--- src/rtl/vga_pkg.sv ---
`default_nettype none
// ============================================================================
//  Module      : vga_pkg
//  Description : Shared timing defaults, pipeline control record and helper
//                functions for the VGA scan-out engine.
//  Revision    : 1.0 - initial release
// ============================================================================
package vga_pkg;

    localparam int c_DEF_CLK_DIV  = 4;
    localparam int c_DEF_H_ACTIVE = 640;
    localparam int c_DEF_H_FP     = 16;
    localparam int c_DEF_H_SYNC   = 96;
    localparam int c_DEF_H_BP     = 48;
    localparam int c_DEF_V_ACTIVE = 480;
    localparam int c_DEF_V_FP     = 10;
    localparam int c_DEF_V_SYNC   = 2;
    localparam int c_DEF_V_BP     = 33;
    localparam int c_DEF_PIX_W    = 1;
    localparam int c_DEF_COLOR_W  = 12;

    // Per-pixel control that travels alongside the framebuffer read.
    typedef struct packed {
        logic active;
        logic hsync_n;
        logic vsync_n;
        logic cursor;
    } scan_ctrl_t;

    localparam scan_ctrl_t c_CTRL_IDLE = '{active: 1'b0, hsync_n: 1'b1, vsync_n: 1'b1, cursor: 1'b0};

    function automatic int calc_total(input int active, input int fp, input int sync, input int bp);
        return active + fp + sync + bp;
    endfunction

    function automatic int calc_addr_w(input int h_active, input int v_active);
        return (h_active * v_active > 1) ? $clog2(h_active * v_active) : 1;
    endfunction

    // Entry 0 resets to black, every other entry to all-ones.
    function automatic logic pal_reset_bit(input int idx);
        return (idx != 0);
    endfunction

endpackage
`default_nettype wire

--- src/rtl/vga_timing_core.sv ---
`default_nettype none
// ============================================================================
//  Module      : vga_timing_core
//  Description : Pixel-enable divider and H/V counters producing raw
//                active/sync flags and the frame_end pulse.
//  Revision    : 1.0 - initial release
// ============================================================================
module vga_timing_core
    import vga_pkg::*;
#(
    parameter int CLK_DIV  = c_DEF_CLK_DIV,
    parameter int H_ACTIVE = c_DEF_H_ACTIVE,
    parameter int H_FP     = c_DEF_H_FP,
    parameter int H_SYNC   = c_DEF_H_SYNC,
    parameter int H_BP     = c_DEF_H_BP,
    parameter int V_ACTIVE = c_DEF_V_ACTIVE,
    parameter int V_FP     = c_DEF_V_FP,
    parameter int V_SYNC   = c_DEF_V_SYNC,
    parameter int V_BP     = c_DEF_V_BP,
    parameter int H_W      = $clog2(calc_total(H_ACTIVE, H_FP, H_SYNC, H_BP) + 1),
    parameter int V_W      = $clog2(calc_total(V_ACTIVE, V_FP, V_SYNC, V_BP) + 1)
) (
    input  logic           clk,
    input  logic           rst,
    output logic           o_pe,
    output logic           o_frame_end,
    output logic [H_W-1:0] o_hcnt,
    output logic [V_W-1:0] o_vcnt,
    output logic           o_active,
    output logic           o_hsync_n,
    output logic           o_vsync_n
);

    localparam int c_H_TOTAL = calc_total(H_ACTIVE, H_FP, H_SYNC, H_BP);
    localparam int c_V_TOTAL = calc_total(V_ACTIVE, V_FP, V_SYNC, V_BP);
    localparam int c_DIV_W   = $clog2(CLK_DIV);

    localparam logic [c_DIV_W-1:0] c_DIV_LAST = c_DIV_W'(CLK_DIV - 1);
    localparam logic [H_W-1:0]     c_H_LAST   = H_W'(c_H_TOTAL - 1);
    localparam logic [H_W-1:0]     c_H_ACT    = H_W'(H_ACTIVE);
    localparam logic [H_W-1:0]     c_HS_BEG   = H_W'(H_ACTIVE + H_FP);
    localparam logic [H_W-1:0]     c_HS_END   = H_W'(H_ACTIVE + H_FP + H_SYNC);
    localparam logic [V_W-1:0]     c_V_LAST   = V_W'(c_V_TOTAL - 1);
    localparam logic [V_W-1:0]     c_V_ACT    = V_W'(V_ACTIVE);
    localparam logic [V_W-1:0]     c_VS_BEG   = V_W'(V_ACTIVE + V_FP);
    localparam logic [V_W-1:0]     c_VS_END   = V_W'(V_ACTIVE + V_FP + V_SYNC);

    logic [c_DIV_W-1:0] r_div;
    logic [H_W-1:0]     r_hcnt;
    logic [V_W-1:0]     r_vcnt;
    logic               w_pe;
    logic               w_h_last;
    logic               w_v_last;

    assign w_pe     = (r_div == c_DIV_LAST);
    assign w_h_last = (r_hcnt == c_H_LAST);
    assign w_v_last = (r_vcnt == c_V_LAST);

    always_ff @(posedge clk or posedge rst) begin
        if (rst) begin
            r_div  <= '0;
            r_hcnt <= '0;
            r_vcnt <= '0;
        end else if (w_pe) begin
            r_div <= '0;
            if (w_h_last) begin
                r_hcnt <= '0;
                r_vcnt <= w_v_last ? '0 : r_vcnt + V_W'(1);
            end else begin
                r_hcnt <= r_hcnt + H_W'(1);
            end
        end else begin
            r_div <= r_div + c_DIV_W'(1);
        end
    end

    assign o_pe        = w_pe;
    assign o_frame_end = w_pe && w_h_last && w_v_last;
    assign o_hcnt      = r_hcnt;
    assign o_vcnt      = r_vcnt;
    assign o_active    = (r_hcnt < c_H_ACT) && (r_vcnt < c_V_ACT);
    assign o_hsync_n   = !((r_hcnt >= c_HS_BEG) && (r_hcnt < c_HS_END));
    assign o_vsync_n   = !((r_vcnt >= c_VS_BEG) && (r_vcnt < c_VS_END));

endmodule
`default_nettype wire

--- src/rtl/vga_scanout_engine.sv ---
`default_nettype none
// ============================================================================
//  Module      : vga_scanout_engine
//  Description : VGA scan-out with framebuffer read addressing, 2-pixel
//                alignment pipeline and writable palette. Defining
//                CURSOR_OVERLAY_EN adds a button-driven cursor box overlay.
//  Revision    : 1.0 - initial release
// ============================================================================
module vga_scanout_engine
    import vga_pkg::*;
#(
    parameter int                 CLK_DIV      = c_DEF_CLK_DIV,
    parameter int                 H_ACTIVE     = c_DEF_H_ACTIVE,
    parameter int                 H_FP         = c_DEF_H_FP,
    parameter int                 H_SYNC       = c_DEF_H_SYNC,
    parameter int                 H_BP         = c_DEF_H_BP,
    parameter int                 V_ACTIVE     = c_DEF_V_ACTIVE,
    parameter int                 V_FP         = c_DEF_V_FP,
    parameter int                 V_SYNC       = c_DEF_V_SYNC,
    parameter int                 V_BP         = c_DEF_V_BP,
    parameter int                 PIX_W        = c_DEF_PIX_W,
    parameter int                 COLOR_W      = c_DEF_COLOR_W,
    parameter int                 RD_LATENCY   = 1,
    parameter int                 CURSOR_SIZE  = 8,
    parameter logic [COLOR_W-1:0] CURSOR_COLOR = COLOR_W'(12'hF00),
    parameter int                 ADDR_W       = calc_addr_w(H_ACTIVE, V_ACTIVE)
) (
    input  logic                 clk,
    input  logic                 reset,
    output logic [ADDR_W-1:0]    pix_rd_addr,
    output logic                 pix_rd_en,
    input  logic [PIX_W-1:0]     pix_rd_data,
    input  logic                 pal_we,
    input  logic [PIX_W-1:0]     pal_idx,
    input  logic [COLOR_W-1:0]   pal_data,
    output logic                 hSync,
    output logic                 vSync,
    output logic [COLOR_W/3-1:0] VGA_R,
    output logic [COLOR_W/3-1:0] VGA_G,
    output logic [COLOR_W/3-1:0] VGA_B,
    output logic                 frame_end
`ifdef CURSOR_OVERLAY_EN
    ,
    input  logic                 BTNU,
    input  logic                 BTND,
    input  logic                 BTNL,
    input  logic                 BTNR
`endif
);

    localparam int c_H_W   = $clog2(calc_total(H_ACTIVE, H_FP, H_SYNC, H_BP) + 1);
    localparam int c_V_W   = $clog2(calc_total(V_ACTIVE, V_FP, V_SYNC, V_BP) + 1);
    localparam int c_PAL_N = 2 ** PIX_W;
    localparam int c_CH_W  = COLOR_W / 3;

    logic             w_pe;
    logic             w_frame_end;
    logic [c_H_W-1:0] w_hcnt;
    logic [c_V_W-1:0] w_vcnt;
    logic             w_raw_active;
    logic             w_raw_hsync_n;
    logic             w_raw_vsync_n;
    logic             w_in_box;
    scan_ctrl_t       w_ctrl_raw;

    vga_timing_core #(
        .CLK_DIV  (CLK_DIV),
        .H_ACTIVE (H_ACTIVE),
        .H_FP     (H_FP),
        .H_SYNC   (H_SYNC),
        .H_BP     (H_BP),
        .V_ACTIVE (V_ACTIVE),
        .V_FP     (V_FP),
        .V_SYNC   (V_SYNC),
        .V_BP     (V_BP),
        .H_W      (c_H_W),
        .V_W      (c_V_W)
    ) u_timing (
        .clk         (clk),
        .rst         (reset),
        .o_pe        (w_pe),
        .o_frame_end (w_frame_end),
        .o_hcnt      (w_hcnt),
        .o_vcnt      (w_vcnt),
        .o_active    (w_raw_active),
        .o_hsync_n   (w_raw_hsync_n),
        .o_vsync_n   (w_raw_vsync_n)
    );

    // The read port must answer before the next pixel enable samples it.
    logic w_unused_cfg;
    assign w_unused_cfg = (RD_LATENCY >= CLK_DIV);

`ifdef CURSOR_OVERLAY_EN
    localparam logic [c_H_W-1:0] c_CUR_X_MAX = c_H_W'(H_ACTIVE - CURSOR_SIZE);
    localparam logic [c_V_W-1:0] c_CUR_Y_MAX = c_V_W'(V_ACTIVE - CURSOR_SIZE);
    localparam logic [c_H_W-1:0] c_CUR_W     = c_H_W'(CURSOR_SIZE);
    localparam logic [c_V_W-1:0] c_CUR_H     = c_V_W'(CURSOR_SIZE);

    logic [c_H_W-1:0] r_cur_x;
    logic [c_V_W-1:0] r_cur_y;

    // Opposing buttons on one axis cancel; the box saturates at the edges.
    always_ff @(posedge clk or posedge reset) begin
        if (reset) begin
            r_cur_x <= c_H_W'(H_ACTIVE / 2);
            r_cur_y <= c_V_W'(V_ACTIVE / 2);
        end else if (w_frame_end) begin
            if (BTNL && !BTNR && (r_cur_x != '0)) begin
                r_cur_x <= r_cur_x - c_H_W'(1);
            end else if (BTNR && !BTNL && (r_cur_x < c_CUR_X_MAX)) begin
                r_cur_x <= r_cur_x + c_H_W'(1);
            end
            if (BTNU && !BTND && (r_cur_y != '0)) begin
                r_cur_y <= r_cur_y - c_V_W'(1);
            end else if (BTND && !BTNU && (r_cur_y < c_CUR_Y_MAX)) begin
                r_cur_y <= r_cur_y + c_V_W'(1);
            end
        end
    end

    assign w_in_box = w_raw_active
                   && (w_hcnt >= r_cur_x) && (w_hcnt < r_cur_x + c_CUR_W)
                   && (w_vcnt >= r_cur_y) && (w_vcnt < r_cur_y + c_CUR_H);
`else
    logic w_unused_cursor;
    assign w_unused_cursor = ^{w_hcnt, w_vcnt} ^ (CURSOR_SIZE != 0);
    assign w_in_box        = 1'b0;
`endif

    always_comb begin
        w_ctrl_raw         = c_CTRL_IDLE;
        w_ctrl_raw.active  = w_raw_active;
        w_ctrl_raw.hsync_n = w_raw_hsync_n;
        w_ctrl_raw.vsync_n = w_raw_vsync_n;
        w_ctrl_raw.cursor  = w_in_box;
    end

    logic [COLOR_W-1:0] r_pal [c_PAL_N];

    always_ff @(posedge clk or posedge reset) begin
        if (reset) begin
            for (int i = 0; i < c_PAL_N; i++) begin
                r_pal[i] <= {COLOR_W{pal_reset_bit(i)}};
            end
        end else if (pal_we) begin
            r_pal[pal_idx] <= pal_data;
        end
    end

    logic [ADDR_W-1:0]  r_ptr;
    scan_ctrl_t         r_ctrl_a;
    scan_ctrl_t         r_ctrl_b;
    logic [PIX_W-1:0]   r_idx;
    logic [COLOR_W-1:0] r_rgb;

    // Stage A issues the address, stage B captures the index, the output
    // stage looks up the colour, so syncs and colour stay pixel-aligned.
    always_ff @(posedge clk or posedge reset) begin
        if (reset) begin
            r_ptr       <= '0;
            pix_rd_addr <= '0;
            pix_rd_en   <= 1'b0;
            r_ctrl_a    <= c_CTRL_IDLE;
            r_ctrl_b    <= c_CTRL_IDLE;
            r_idx       <= '0;
            hSync       <= 1'b1;
            vSync       <= 1'b1;
            r_rgb       <= '0;
        end else begin
            pix_rd_en <= w_pe && w_raw_active;
            if (w_pe) begin
                if (w_raw_active) begin
                    pix_rd_addr <= r_ptr;
                    r_ptr       <= r_ptr + ADDR_W'(1);
                end
                if (w_frame_end) begin
                    r_ptr <= '0;
                end
                r_ctrl_a <= w_ctrl_raw;
                r_ctrl_b <= r_ctrl_a;
                r_idx    <= pix_rd_data;
                hSync    <= r_ctrl_b.hsync_n;
                vSync    <= r_ctrl_b.vsync_n;
                if (!r_ctrl_b.active) begin
                    r_rgb <= '0;
                end else if (r_ctrl_b.cursor) begin
                    r_rgb <= CURSOR_COLOR;
                end else begin
                    r_rgb <= r_pal[r_idx];
                end
            end
        end
    end

    assign VGA_R     = r_rgb[3*c_CH_W-1 -: c_CH_W];
    assign VGA_G     = r_rgb[2*c_CH_W-1 -: c_CH_W];
    assign VGA_B     = r_rgb[c_CH_W-1 -: c_CH_W];
    assign frame_end = w_frame_end;

endmodule
`default_nettype wire

--- config.mk ---
export PLATFORM = sky130hd
export DESIGN_NAME = vga_scanout_engine
export DESIGN_NICKNAME = d
export VERILOG_FILES = /design/src/rtl/vga_pkg.sv /design/src/rtl/vga_timing_core.sv /design/src/rtl/vga_scanout_engine.sv
export SDC_FILE = /design/constraint.sdc
export NUM_CORES = 1
export LEC_CHECK = 0
export BUFFER_PORTS_ARGS = -buffer_cell sky130_fd_sc_hd__buf_2
export CAP_MARGIN = 0
export CORE_UTILIZATION = 52
export DETAILED_ROUTE_END_ITERATION = 6
export GPL_TIMING_DRIVEN = 0
export MAX_ROUTING_LAYER = met4
export PLACE_DENSITY = 0.77
export SLEW_MARGIN = 25
export SYNTH_ARGS = -nofsm -noshare
export SYNTH_HDL_FRONTEND = slang
export SYNTH_SLANG_ARGS = --single-unit
export TNS_END_PERCENT = 20
--- constraint.sdc ---
create_clock -name clk -period 2.93 [get_ports clk]
set_clock_uncertainty 0.05 [all_clocks]
set_input_delay 0.1465 -clock clk [delete_from_list [all_inputs] [get_ports clk]]
set_output_delay 0.1465 -clock clk [all_outputs]
set_load 0.02 [all_outputs]
==> key figures <==
Yosys
  • Most frequent cell after synthesis: dfrtp_1
  • Mapped Cells: 396
  • Post-synth top area share: a little under half
  • Ys async rst share: 100.0%
  • Syn avg cell area: 11.87 um2
  • Post-synth EDFFs: 0
  • Leading area contributor after synthesis: dfrtp_1
  • Ys flop type: dfrtp_1
  • Net count after synthesis: ~420
  • Synthesis Warnings: 0
  • Yosys cell types: 42
  • Synth Register Bits: roughly 110
  • Seq/Total Area, Yosys: 56.92%
  • Post-synthesis instance area: 4700 um2
  • Synth area leaders: dfrtp_1 (47%), mux2_2 (11%), dfstp_2 (10%)
  • Synth cell count leaders: dfrtp_1 (88), mux2_2 (45), inv_1 (25)

Clocking
  • Root Driver: clkbuf_8
  • H-tree levels: 3
  • Maximum buffer depth of the clock tree: 2
  • Num CTS Buffers: 9
  • Clock Pin Slew Worst Setup and Hold Paths: 0.10 ns
  • CTS tree: built
  • Post-CTS setup buffer count: 0
  • Clk Latency, worst-skew pair: ~0.37 ns
  • CTS sink cnt: roughly 110

Cells and area
  • Layout fillers: 670
  • Fraction of layout cells with a size suffix above 1: roughly a third
  • Fin cells: roughly 590
  • Area grow syn2layout: 17.63%
  • # diodes: 0
  • Final Instance Area: about 5500 um2
  • Nets@finish: roughly 500

Detailed routing
  • Drt total wl: around 8.9 mm
  • Via count: 3316
  • Initial DRC count: about 130
  • Vias per cell: between 5 and 6
  • Final ANT Viol Nets: 0
  • Drt drc: 0
  • WL/cell: between 15 and 20 um
  • Pre-Repair DR Iteration Count: 4

Setup path
  • Crit end category: primary output
  • Startpoint types: register
  • Required time worst endpoint: approximately 2.7 ns
  • CP max FO: 10
  • Crit path DAT: 2.52 ns
  • Setup CP Type: register to primary output

STA
  • Slew HR: 51.47%
  • Final slew viol count: 0
  • Setup violators final: 0
  • Fin crit share: between 90% and 100%
  • RSZ-0062 raised after global routing: false
  • Worst Tran Pin Value: about 0.73 ns
  • Min Clock Period, post-route: around 2.7 ns
  • Fin. Hold Viols: 0
  • FMAX: 0.3676 GHz
  • TNS Setup: 0 ns

Floorplan
  • Initial Utilization: 53.89%
  • Die Height: ~97 um
  • Core Rows: 34
  • I/O pin count: 52
  • Die width: around 97 um
  • Die area: approximately 9400 um2
  • Core footprint: about 8700 um2

Place
  • Dpl cell area: ~5200 um2
  • DPL Wire Length: around 6.3 mm
  • Dpl cells: approximately 560
  • Port buffer count: 51
  • GPL Wtd Cong: between 0.8 and 0.9

Global route
  • Gr ovfl total: 0
  • Vias in the first global route: ~3300
  • Wire length of the first global-routing pass: 15.29 mm
  • GRT Total Usage: 20.61%
  • Pin count of the biggest net entering global routing: 34
  • Initial antenna violation count: 0

Pwr
  • Peak supply drop: around 360 uV
  • PD cells: 515.2 nW/um2
  • LEAKAGE: ~2.5 nW

Run status
  • Outcome: completed

Min path
  • Worst min-delay path class: input port to register

Job
  • Max cap viols: 0
[sequential cells by signal (all words and copies together) (netlist names), 2 cells and up]
| signal | flops |
|---|---|
| u_timing.o_hcnt | 10 |
| pix_rd_addr | 19 |
| r_ptr | 19 |
| r_ctrl_b | 3 |
| r_ctrl_a | 3 |
| u_timing.r_div | 2 |
| r_pal | 24 |
| r_rgb | 12 |
| u_timing.o_vcnt | 10 |
[metrics by stage]
stage               utilization [%]  power, W  hold slack [ns]  worst slack (ns)
finish                        63.39  0.002848           0.1214            0.2094
global route                  63.39  0.002960           0.1265           0.04457
CTS                           63.39  0.002879           0.1082            0.1936
floorplan                         -  0.001781           0.2474            0.9944
detailed placement            59.18  0.001871           0.1964            0.6175
global placement              58.41  0.001846           0.3396            0.6552
[cell families after synthesis]
logic type,count (synthesis),share of synthesized area (%)
DFF,106,56.92
AOI/OAI and AO/OA,52,6.603
muxes,62,14.40
adders and majority gates,6,1.597
and+or+nand+nor,108,13.47
buffers and inverters,44,3.647
xor gates and xnor gates,18,3.355
[routing by layer]
metal | part of all wire [%] | GRT usage (%) | vias to the layer above
li1 | - | - | 1569
met1 | 44 | 25.51 | 1658
met2 | 50 | 33.91 | 77
met3 | 4.5 | 4.820 | 12
met4 | 1.5 | 6.085 | 0
met5 | 0 | - | -
[cell type report]
type | instances | area, um2 | area share, %
clock inverter | 7 | 102.6 | 1.856
multi-input combinational | 246 | 1853 | 33.52
timing repair buffer | 68 | 462.9 | 8.375
buffer | 19 | 77.57 | 1.403
clock buffer | 9 | 123.9 | 2.241
tap | 108 | 135.1 | 2.445
sequential | 106 | 2675 | 48.39
inverter | 25 | 97.59 | 1.766
[layout by cell type, fill, tap and decap left out, types with 4 or more instances in the layout]
master,synthesis,final
dfrtp_1,88,88
buf_2,5,56
mux2_2,45,45
inv_1,25,24
nor2_1,20,20
nand2_1,19,19
dfstp_2,18,18
nand4_1,17,17
mux2i_1,17,17
a21oi_1,17,17
dlygate4sd3_1,0,14
clkbuf_1,12,12
o22ai_1,12,12
o21ai_0,11,11
xnor2_1,10,10
clkbuf_8,0,9
xor2_1,8,8
nand3_1,8,8
o31ai_1,8,8
or4_1,7,7
ha_1,6,6
and3_1,5,5
or3_1,5,5
and4_1,4,4
or2_2,4,4
clkinvlp_4,0,4
[worst paths after layout]
path | end | start | slack, ns | depth (start not counted)
setup / recovery | frame_end | u_timing.o_vcnt[0]$_DFFE_PP0N_ | 0.21 | 8
hold / removal | r_pal[21]$_DFFE_PP0P_ | pal_idx | 0.12 | 3
setup reg to reg | r_ptr[9]$_DFFE_PP0P_ | u_timing.o_vcnt[0]$_DFFE_PP0N_ | 0.74 | 8
hold reg to reg | u_timing.r_div[0]$_DFF_PP0_ | u_timing.r_div[0]$_DFF_PP0_ | 0.39 | 1
max in group asynchronous | pix_rd_addr[18]$_DFFE_PP0P_ | reset | 1.78 | 5
min in group asynchronous | r_pal[22]$_DFFE_PP0P_ | reset | 0.33 | 3
[power breakdown]
group | switching (W) | internal (W) | leakage (nW) | total, W
logic | 0.000136 | 0.000122 | 1.06 | 0.000258
registers | 0.0000395 | 0.00156 | 1.31 | 0.00160
clock network | 0.000504 | 0.000488 | 0.104 | 0.000992
[timing repair]
item,in CTS,in global routing
hold buffers,14,0
hold endpoints to repair,40,0
gates resized for setup,0,0
[worst max-delay path, stage by stage, from the launching register on]
cell and delay, ns:
dfrtp_1 0.43, inv_1 0.11, ha_1 0.15, nand4_1 0.09, or4_1 0.47, clkbuf_1 0.19, nor2_1 0.23, buf_2 0.27
buf_2 0.20
Note: power is estimated with default switching activity, not from simulation.
